`src/rtl/ccff_loader_pkg.sv`:
```
// Shared types, constants and the CRC-8 single-bit update for the
// configuration-chain loader.
package ccff_loader_pkg;

    typedef enum logic [1:0] {
        ST_IDLE   = 2'd0,
        ST_LOAD   = 2'd1,
        ST_VERIFY = 2'd2,
        ST_DONE   = 2'd3
    } ccff_state_e;

    localparam logic [7:0] CRC8_POLY = 8'h07;
    localparam logic [7:0] CRC8_INIT = 8'h00;

    // MSB-first CRC-8: the feedback is the register MSB xor the incoming bit.
    function automatic logic [7:0] crc8_bit(input logic [7:0] crc, input logic b);
        logic fb;
        fb = crc[7] ^ b;
        return {crc[6:0], 1'b0} ^ (fb ? CRC8_POLY : 8'h00);
    endfunction

endpackage

```
`src/rtl/ccff_crc8.sv`:
```
// Bit-serial CRC-8 register with synchronous clear and bit enable.
// crc_next_o exposes the value the register takes at the coming edge so the
// owner can compare against it in the same cycle the last bit goes in.
module ccff_crc8
    import ccff_loader_pkg::*;
(
    input  logic       clk_i,
    input  logic       rst_i,
    input  logic       clr_i,
    input  logic       en_i,
    input  logic       bit_i,
    output logic [7:0] crc_o,
    output logic [7:0] crc_next_o
);

    logic [7:0] crc_q;
    logic [7:0] crc_d;

    // Next value: clear wins over a bit update.
    always_comb begin
        crc_d = crc_q;
        if (clr_i) begin
            crc_d = CRC8_INIT;
        end else if (en_i) begin
            crc_d = crc8_bit(crc_q, bit_i);
        end
    end

    // CRC register.
    always_ff @(posedge clk_i) begin
        if (rst_i) begin
            crc_q <= CRC8_INIT;
        end else begin
            crc_q <= crc_d;
        end
    end

    assign crc_o      = crc_q;
    assign crc_next_o = crc_d;

endmodule

```
`src/rtl/ccff_chain_loader.sv`:
```
// Loads a configuration flip-flop chain from a word stream, LSB first, and
// optionally recirculates the chain once to check its contents by CRC.
//
// Stream handshake: a word transfers on every rising edge where s_valid and
// s_ready are both 1. s_ready depends only on internal state, never on
// s_valid. s_ready is raised in LOAD while the shift register is empty or is
// shifting out its last bit, so back-to-back words shift without a gap, and
// only while chain bits remain to be requested.
module ccff_chain_loader
    import ccff_loader_pkg::*;
#(
    parameter int CHAIN_LEN = 20,
    parameter int WORD_W    = 8
) (
    input  logic              prog_clk,
    input  logic              pReset,
    input  logic              start,
    input  logic              verify_en,
    input  logic [WORD_W-1:0] s_data,
    input  logic              s_valid,
    output logic              s_ready,
    output logic              ccff_head,
    output logic              ccff_shift_en,
    input  logic              ccff_tail,
    output logic              busy,
    output logic              done,
    output logic              crc_err,
    output logic [11:0]       bit_cnt,
    output logic [1:0]        state_dbg
);

    localparam logic [11:0] LAST_BIT = 12'(CHAIN_LEN - 1);
    localparam logic [12:0] LEN13    = 13'(CHAIN_LEN);
    localparam logic [12:0] WORD13   = 13'(WORD_W);

    ccff_state_e       state_q, state_d;
    logic              verify_q, verify_d;
    logic [11:0]       bit_cnt_q, bit_cnt_d;
    logic [12:0]       acc_q, acc_d;          // chain bits already requested
    logic [WORD_W-1:0] sr_q, sr_d;            // word shift register
    logic [5:0]        sr_cnt_q, sr_cnt_d;    // valid bits held in sr_q
    logic              crc_err_q, crc_err_d;

    logic        in_load, in_verify, start_go, load_shift, accept, last_shift;
    logic [12:0] rem_w, take_w;
    logic [7:0]  load_crc, load_crc_next, chk_crc, chk_crc_next;

    assign in_load    = (state_q == ST_LOAD);
    assign in_verify  = (state_q == ST_VERIFY);
    assign start_go   = (state_q == ST_IDLE) && start;
    assign load_shift = in_load && (sr_cnt_q != 6'd0);
    assign s_ready    = in_load && (acc_q < LEN13) && (sr_cnt_q <= 6'd1);
    assign accept     = s_ready && s_valid;
    // The final word is trimmed so no bit beyond the chain is ever shifted.
    assign rem_w      = LEN13 - acc_q;
    assign take_w     = (rem_w < WORD13) ? rem_w : WORD13;

    assign ccff_shift_en = load_shift || in_verify;
    assign ccff_head     = in_verify ? ccff_tail : (load_shift & sr_q[0]);
    assign last_shift    = ccff_shift_en && (bit_cnt_q == LAST_BIT);

    assign busy      = in_load || in_verify;
    assign done      = (state_q == ST_DONE);
    assign crc_err   = crc_err_q;
    assign bit_cnt   = bit_cnt_q;
    assign state_dbg = state_q;

    // Phase sequencing.
    always_comb begin
        state_d = state_q;
        unique case (state_q)
            ST_IDLE:   if (start) state_d = ST_LOAD;
            ST_LOAD:   if (last_shift) state_d = verify_q ? ST_VERIFY : ST_DONE;
            ST_VERIFY: if (last_shift) state_d = ST_DONE;
            ST_DONE:   state_d = ST_IDLE;
            default:   state_d = ST_IDLE;
        endcase
    end

    // Datapath next state: word intake, shifting, counters and the error flag.
    always_comb begin
        verify_d  = verify_q;
        bit_cnt_d = bit_cnt_q;
        acc_d     = acc_q;
        sr_d      = sr_q;
        sr_cnt_d  = sr_cnt_q;
        crc_err_d = crc_err_q;
        if (start_go) begin
            verify_d  = verify_en;
            bit_cnt_d = 12'd0;
            acc_d     = 13'd0;
            sr_d      = '0;
            sr_cnt_d  = 6'd0;
            crc_err_d = 1'b0;
        end else begin
            if (accept) begin
                sr_d     = s_data;
                sr_cnt_d = take_w[5:0];
                acc_d    = acc_q + take_w;
            end else if (load_shift) begin
                sr_d     = sr_q >> 1;
                sr_cnt_d = sr_cnt_q - 6'd1;
            end
            // The count restarts for the recirculate phase.
            if (in_load && last_shift && verify_q) begin
                bit_cnt_d = 12'd0;
            end else if (ccff_shift_en) begin
                bit_cnt_d = bit_cnt_q + 12'd1;
            end
            if (in_verify && last_shift && (chk_crc_next != load_crc)) begin
                crc_err_d = 1'b1;
            end
        end
    end

    // State and datapath registers.
    always_ff @(posedge prog_clk) begin
        if (pReset) begin
            state_q   <= ST_IDLE;
            verify_q  <= 1'b0;
            bit_cnt_q <= 12'd0;
            acc_q     <= 13'd0;
            sr_q      <= '0;
            sr_cnt_q  <= 6'd0;
            crc_err_q <= 1'b0;
        end else begin
            state_q   <= state_d;
            verify_q  <= verify_d;
            bit_cnt_q <= bit_cnt_d;
            acc_q     <= acc_d;
            sr_q      <= sr_d;
            sr_cnt_q  <= sr_cnt_d;
            crc_err_q <= crc_err_d;
        end
    end

    ccff_crc8 u_load_crc (
        .clk_i      (prog_clk),
        .rst_i      (pReset),
        .clr_i      (start_go),
        .en_i       (load_shift),
        .bit_i      (sr_q[0]),
        .crc_o      (load_crc),
        .crc_next_o (load_crc_next)
    );

    ccff_crc8 u_chk_crc (
        .clk_i      (prog_clk),
        .rst_i      (pReset),
        .clr_i      (start_go),
        .en_i       (in_verify),
        .bit_i      (ccff_tail),
        .crc_o      (chk_crc),
        .crc_next_o (chk_crc_next)
    );

    // load_crc_next and chk_crc are not needed beyond the comparison above.
    logic unused_crc;
    assign unused_crc = ^{load_crc_next, chk_crc};

endmodule

```
`config.mk`:
```
export PLATFORM = sky130hd
export DESIGN_NAME = ccff_chain_loader
export DESIGN_NICKNAME = d
export VERILOG_FILES = /design/src/rtl/ccff_loader_pkg.sv /design/src/rtl/ccff_crc8.sv /design/src/rtl/ccff_chain_loader.sv
export SDC_FILE = /design/constraint.sdc
export NUM_CORES = 1
export LEC_CHECK = 0
export BUFFER_PORTS_ARGS = -buffer_cell sky130_fd_sc_hd__clkbuf_2
export CAP_MARGIN = 15
export CORE_MARGIN = 2
export CORE_UTILIZATION = 45
export CTS_CLUSTER_DIAMETER = 60
export DETAILED_ROUTE_END_ITERATION = 8
export PLACE_DENSITY = 0.66
export SYNTH_ARGS = -nofsm -noshare
export SYNTH_HDL_FRONTEND = slang
export SYNTH_SLANG_ARGS = --single-unit
```
`constraint.sdc`:
```
create_clock -name prog_clk -period 3.23 [get_ports prog_clk]
set_input_delay 0.323 -clock prog_clk [delete_from_list [all_inputs] [get_ports prog_clk]]
set_output_delay 0.323 -clock prog_clk [all_outputs]
set_load 0.05 [all_outputs]
```
# Yosys cells after proc, flatten, opt, wreduce, memory -nomap -nowiden
# Index checks and enable logic that the tools add are counted.
# W data, S select, Z words.
[op_classes]
reduce_logical = 18
n_lt_le_gt_ge = 3
bitwise_logic = 5
muxes = 15
n_addsub = 4
n_eq_ne = 8
[op_table]
columns = ["operator", "n"]
rows = [
  ["$mux W8", 4],
  ["$xor A8 B8 Y8", 2],
  ["$add A13 B13 Y13", 1],
  ["$lt A13 B4 Y1 const B", 1],
  ["$lt A13 B5 Y1 const B", 1],
  ["$mux W13", 1],
  ["$sub A5 B13 Y13 const A", 1],
  ["$add A12 B1 Y12 const B", 1],
  ["$eq A12 B5 Y1 const B", 1],
  ["$mux W6", 2],
  ["$logic_and A1 B1 Y1", 10],
  ["$ne A8 B8 Y1", 1],
  ["$pmux W2 S4", 1],
  ["$le A6 B1 Y1 const B", 1],
  ["$mux W2", 3],
  ["$mux W3", 2],
  ["$reduce_bool A6 Y1", 1],
  ["$sub A6 B1 Y6 const B", 1],
  ["$eq A2 B2 Y1 const B", 2],
  ["$ne A2 B1 Y1 const B", 2],
  ["$reduce_and A3 Y1", 1],
  ["$reduce_or A3 Y1", 1],
  ["$eq A2 B1 Y1 const B", 1],
  ["$logic_not A2 Y1", 1],
  ["other kinds (7)", 10],
]
[word_totals]
word_cells = 62
input_bits = 14
output_inout_bits = 20
regBits = 59

# Logic depth before layout (Yosys ltp)
[depth]
ltp_word = 7
ltp_mapped = 19
mapped_depth_nobuf = 18

# Hierarchy
# From an unflattened synthesis, not the netlist that was laid out.
[hier_totals]
cells_unflattened = 404
area_unflattened_um2 = 3558.4
[modules_own_cells]
columns = ["mod", "n_inst", "area_each_um2", "cells_per_inst", "seq_area_each_um2"]
rows = [
  ["ccff_chain_loader", 1, 2767.7, 326, 860.8],
  ["ccff_crc8", 2, 395.4, 39, 160.2],
]

# Worst setup path before layout
# Ideal clock, no wire load.
[synth_timing]
path_kind = "register to register"
startpoint = "reg acc_q[1]"
endpoint = "reg acc_q[8]"
arrival_ns = 3.465
path_stages_with_launch = 19
required_ns = 3.156
setup_ns = 0.074
synth_period_minus_slack_ns = 3.539
setup_slack_ns = -0.309
n_path_buf = 1
path_cell_list = "dfxtp_1 > buf_6 > inv_1 > ha_1 > nor2b_4 > o21a_1 > or3_1 > a211oi_2 > o2111a_1 > inv_2 > nor2_1 > ha_1 > nand4_1 > a21oi_2 > o2111ai_1 > a31oi_2 > a31oi_1 > or4_1 > o211ai_2"
[synth_between]
elab_chain_cells = 4
word_cells_on_any_way = 8
classes_between = "add/sub (2); order compare (2); mux (1); reduce/logical (3)"
[synth_rtl]
columns = ["element", "line_no", "source"]
rows = [
  ["start: declaration", "ccff_chain_loader.sv:39", "logic [12:0] acc_q, acc_d;"],
  ["start signal: assignment", "ccff_chain_loader.sv:122", "acc_q <= 13'd0;"],
  ["start signal: assignment", "ccff_chain_loader.sv:130", "acc_q <= acc_d;"],
  ["$sub A5 B13 Y13 / $lt A13 B5 Y1 (equally long branches)", "ccff_chain_loader.sv:55, ccff_chain_loader.sv:52", ""],
  ["$lt A13 B4 Y1 / $logic_and A1 B1 Y1 (equally long branches)", "ccff_chain_loader.sv:56, ccff_chain_loader.sv:52", ""],
  ["$mux W13 / $logic_and A1 B1 Y1 (equally long branches)", "ccff_chain_loader.sv:56, ccff_chain_loader.sv:52", ""],
  ["$add A13 B13 Y13 / $logic_and A1 B1 Y1 (equally long branches)", "ccff_chain_loader.sv:99, ccff_chain_loader.sv:53", ""],
]
# Parallel ways exist; a longest one is shown, timed or not.
# A chain may end at the register's enable or synchronous reset.

# Worst setup path after layout
[layout_timing]
startpoint = "reg acc_q[0]"
endpoint = "reg acc_q[8]"
# The elaborated chain is that of the path after synthesis.

==> metrics.csv <==
stage,metric,value,unit
logic_synthesis,async_flop_share,0,
logic_synthesis,synthXorXnorAreaFrac,0.0767,
logic_synthesis,syn_area,3420,um2
routing,vias,3304,
logic_synthesis,synth-simple-area-share,0.252,
logic_synthesis,synthMuxAreaShare,0.0322,
final_layout,fin_cells,615,
sta,setup_violations,3,
power,power_density,654,nW/um2
worst_setup_path,path_delay_family,compound AO/OA/AOI/OAI gates,
floorplan,die_width,91.2,um
final_layout,fin_util,0.601,
sta,skew,0.0103,ns
routing,remaining_drc_errors,0,
worst_setup_path,critPathKind,flop to flop,
grt,use_met3,0.0299,
logic_synthesis,ys_ff_latch,59,
worst_setup_path,crit_chain,inv_4 > ha_4 > nor2b_4 > o22ai_1 > or4b_4 > nand2_2 > o2111a_2 > inv_4 > buf_4 > a21o_1 > ha_2 > a21o_1 > a21oi_2 > a31oi_2 > a31oi_1 > buf_4 > nand4_1 > o211ai_2,
floorplan,num_rows,31,
logic_synthesis,synth_flop_cell,dfxtp_1,
routing,drt_iter0_drc,96,
floorplan,coreArea,7290,um2
run_status,outcome,"finished, violations left",
sta,period_minus_slack,3.33,ns
routing,wl,8430,um
worst_setup_path,worstPathArrival,3.61,ns
routing,firstDrtPassIters,6,
worst_setup_path,r2r_slack,-0.10,ns
power,power,0.00287,W
min_path,hold_depth,2,
logic_synthesis,yosys-top-cells-count,"nand2_1, dfxtp_1, nor2_1, a21oi_1, ha_1",
logic_synthesis,yosysTopAreaCellShare,0.345,
cts,insertion_delay,0.35,ns
logic_synthesis,synth_area_per_cell,8.04,um2
logic_synthesis,synth_adder_area_share,0.0658,
logic_synthesis,synth-seq-area-share,0.345,
logic_synthesis,synth_compound_area_frac,0.186,
logic_synthesis,synthTopCellsByArea,"dfxtp_1, ha_1, nand2_1, nor2_1, a21oi_1",
sta,worst_pin_slew,0.580,ns
logic_synthesis,synth.most_common_cell,nand2_1,
grt,track_usage,0.201,
min_path,worst_hold_path.endpoint,verify_q,
cts,postCtsHoldBufs,0,
sta,timing.fmax,300,MHz
cts,cts-htree-levels,3,
logic_synthesis,synthCells,426,
routing,drt-wirelength-per-cell,13.7,um
run_status,violations,negative setup slack,
min_path,hold_path_class,primary input to flop,
floorplan,design.die.area,8320,um2
final_layout,syn_to_final_growth,28.0,%
place,place_congestion,0.894,
worst_setup_path,cp_max_fo,4,
sta,fin_ws,-0.100,ns
grt,grt_pass1_vias,3128,
sta,drv_slew,0,
grt,grt.busiest_layer,met2,
final_layout,multi_input_area,2230,um2
worst_setup_path,slowest_stage,or4b_4,
cts,cts_root_buffer,clkbuf_8,
sta,hold_viol,0,
cts,cts-buffers-inserted,9,
cts,clk_path_buf_depth,2,
cts,tritoncts,built,
grt,grt_use_met1,0.270,
worst_setup_path,crit_path_end_kind,flop,
final_layout,n_fill_cell,701,
worst_setup_path,slowest_delay,0.50,ns
worst_setup_path,crit_buf_inv,4,
worst_setup_path,r2r_end,acc_q[8],
grt,grt_pass1_wl,14000,um
grt,globalRouteOverflowTotal,0,
floorplan,ioPinCount,34,
place,placed_cells,586,
routing,ant_nets,0,
logic_synthesis,synth_edf_count,0,
final_layout,area.sequential,1190,um2
worst_setup_path,r2r_start,acc_q[0],
power,vdd_ir_drop_max,0.288,mV
cts,clk_pin_slew,0.08,ns
logic_synthesis,synth_cell_types,60,
final_layout,drive_gt1_frac,0.279,
routing,viasPerCell,5.37,
place,post-dp-hpwl,5860,um
grt,grtUsageMet2,0.331,
worst_setup_path,reg2reg_depth,18,
worst_setup_path,required,3.51,ns
worst_setup_path,start_kind,flop,
grt,antenna_found_initial,0,
cts,cts_sinks,59,
logic_synthesis,synth_top_family_by_area,simple AND/OR/NAND/NOR gates,
logic_synthesis,yosysWarnings,0,
grt,grt_max_degree,33,
final_layout,final_nets,543,
power,p_leak,1.78,nW
floorplan,die_h,91.2,um
place,port_buffers,33,
sta,grt_setup_unrepaired,true,
run,cap_violations,0,
logic_synthesis,synth_largest_area_cell,dfxtp_1,
sta,hold_slack,0.195,ns
final_layout,insertedDiodeCount,0,
sta,relSlewSlack,0.613,
floorplan,start_util,0.470,
min_path,min-delay-start,pReset,
sta,fin_crit_sh,1.03,
## worst reg2reg max path, delay by kind of cell, from the launching register on
family	cells	cell delay, ns
fa+ha+maj	2	0.36
simple gates	4	0.82
buf+inv	4	0.37
flops	1	0.38
compound gates	8	1.35
## area by class of cell
type | instances | area share
clock inverters | 6 | 0.0146
multi-input cells | 339 | 0.508
flip-flops and latches | 59 | 0.272
clock buffers | 10 | 0.0314
repair buffers | 87 | 0.131
well taps | 99 | 0.0283
inverters | 15 | 0.0146
## flip-flops by register name (all words and copies together) (netlist names)
name              flops
bit_cnt              12
verify_q              1
u_load_crc.crc_o      8
sr_cnt_q              6
sr_q                  8
crc_err               1
u_chk_crc.crc_o       8
acc_q                13
state_dbg             2
## power by group
group / internal [W] / switching [W]
clock network: 0.000377 / 0.000318
registers: 0.000802 / 0.0000771
logic: 0.000500 / 0.000792
## cell families after synthesis
group / count (synthesis)
fa+ha+maj: 18
buf+inv: 33
other cells: 1
flops: 59
mux: 11
compound gates: 92
simple gates: 182
xor+xnor: 30
## metal layers
layer,up-vias,share of wire
li1,1662,-
met4,0,0.0088
met2,60,0.48
met3,6,0.036
met1,1576,0.48
met5,-,0
## stage by stage
step           area, um2  worst slack (ns)  setup TNS (ns)
2_1_floorplan       3490            -0.106          -0.106
3_3_place_gp        4000           -0.0895          -0.172
3_5_place_dp        4000            -0.235          -0.684
4_1_cts             4310           -0.0791         -0.0791
5_1_grt             4380            -0.258          -0.793
6_report            4380            -0.100          -0.231
## repair_timing
action,CTS,global route
pin swaps,14,23
gates resized for setup,14,14
buffers inserted,9,4
endpoints found under the hold margin,0,0
gates cloned,0,0
endpoints found under the setup margin,5,7
## placed cells by master (no fill, tap or decap), types with 3 or more instances in the layout
cell	n
or3_1	5
xor2_1	13
clkbuf_8	10
o21ai_1	6
buf_4	53
and2_1	4
dfxtp_1	55
a311oi_1	7
nor4_1	4
nand4_1	8
ha_4	3
and3_1	5
inv_1	12
nor2b_1	3
o21a_1	3
conb_1	6
xnor2_1	17
o32ai_1	3
nand2b_1	5
nor3_1	9
a21o_1	4
o21ai_0	8
a21oi_1	28
nand2_2	3
nand2_1	58
nand3_1	10
ha_1	14
a21oi_2	4
a31oi_1	5
nor2_1	49
inv_4	3
mux2i_1	11
clkbuf_2	33
## worst max-delay path by stage
stage                         from       end  slack (ns)  cells after the start
after global placement    acc_q[0]  acc_q[8]       -0.09                     17
after CTS                 acc_q[0]  acc_q[8]       -0.08                     16
after detailed placement  acc_q[0]  acc_q[8]       -0.23                     17
final                     acc_q[0]  acc_q[8]       -0.10                     18
after global routing      acc_q[4]  acc_q[8]       -0.26                     17
after floorplan           acc_q[1]  acc_q[8]       -0.11                     18
(Power assumes the default switching activity.)
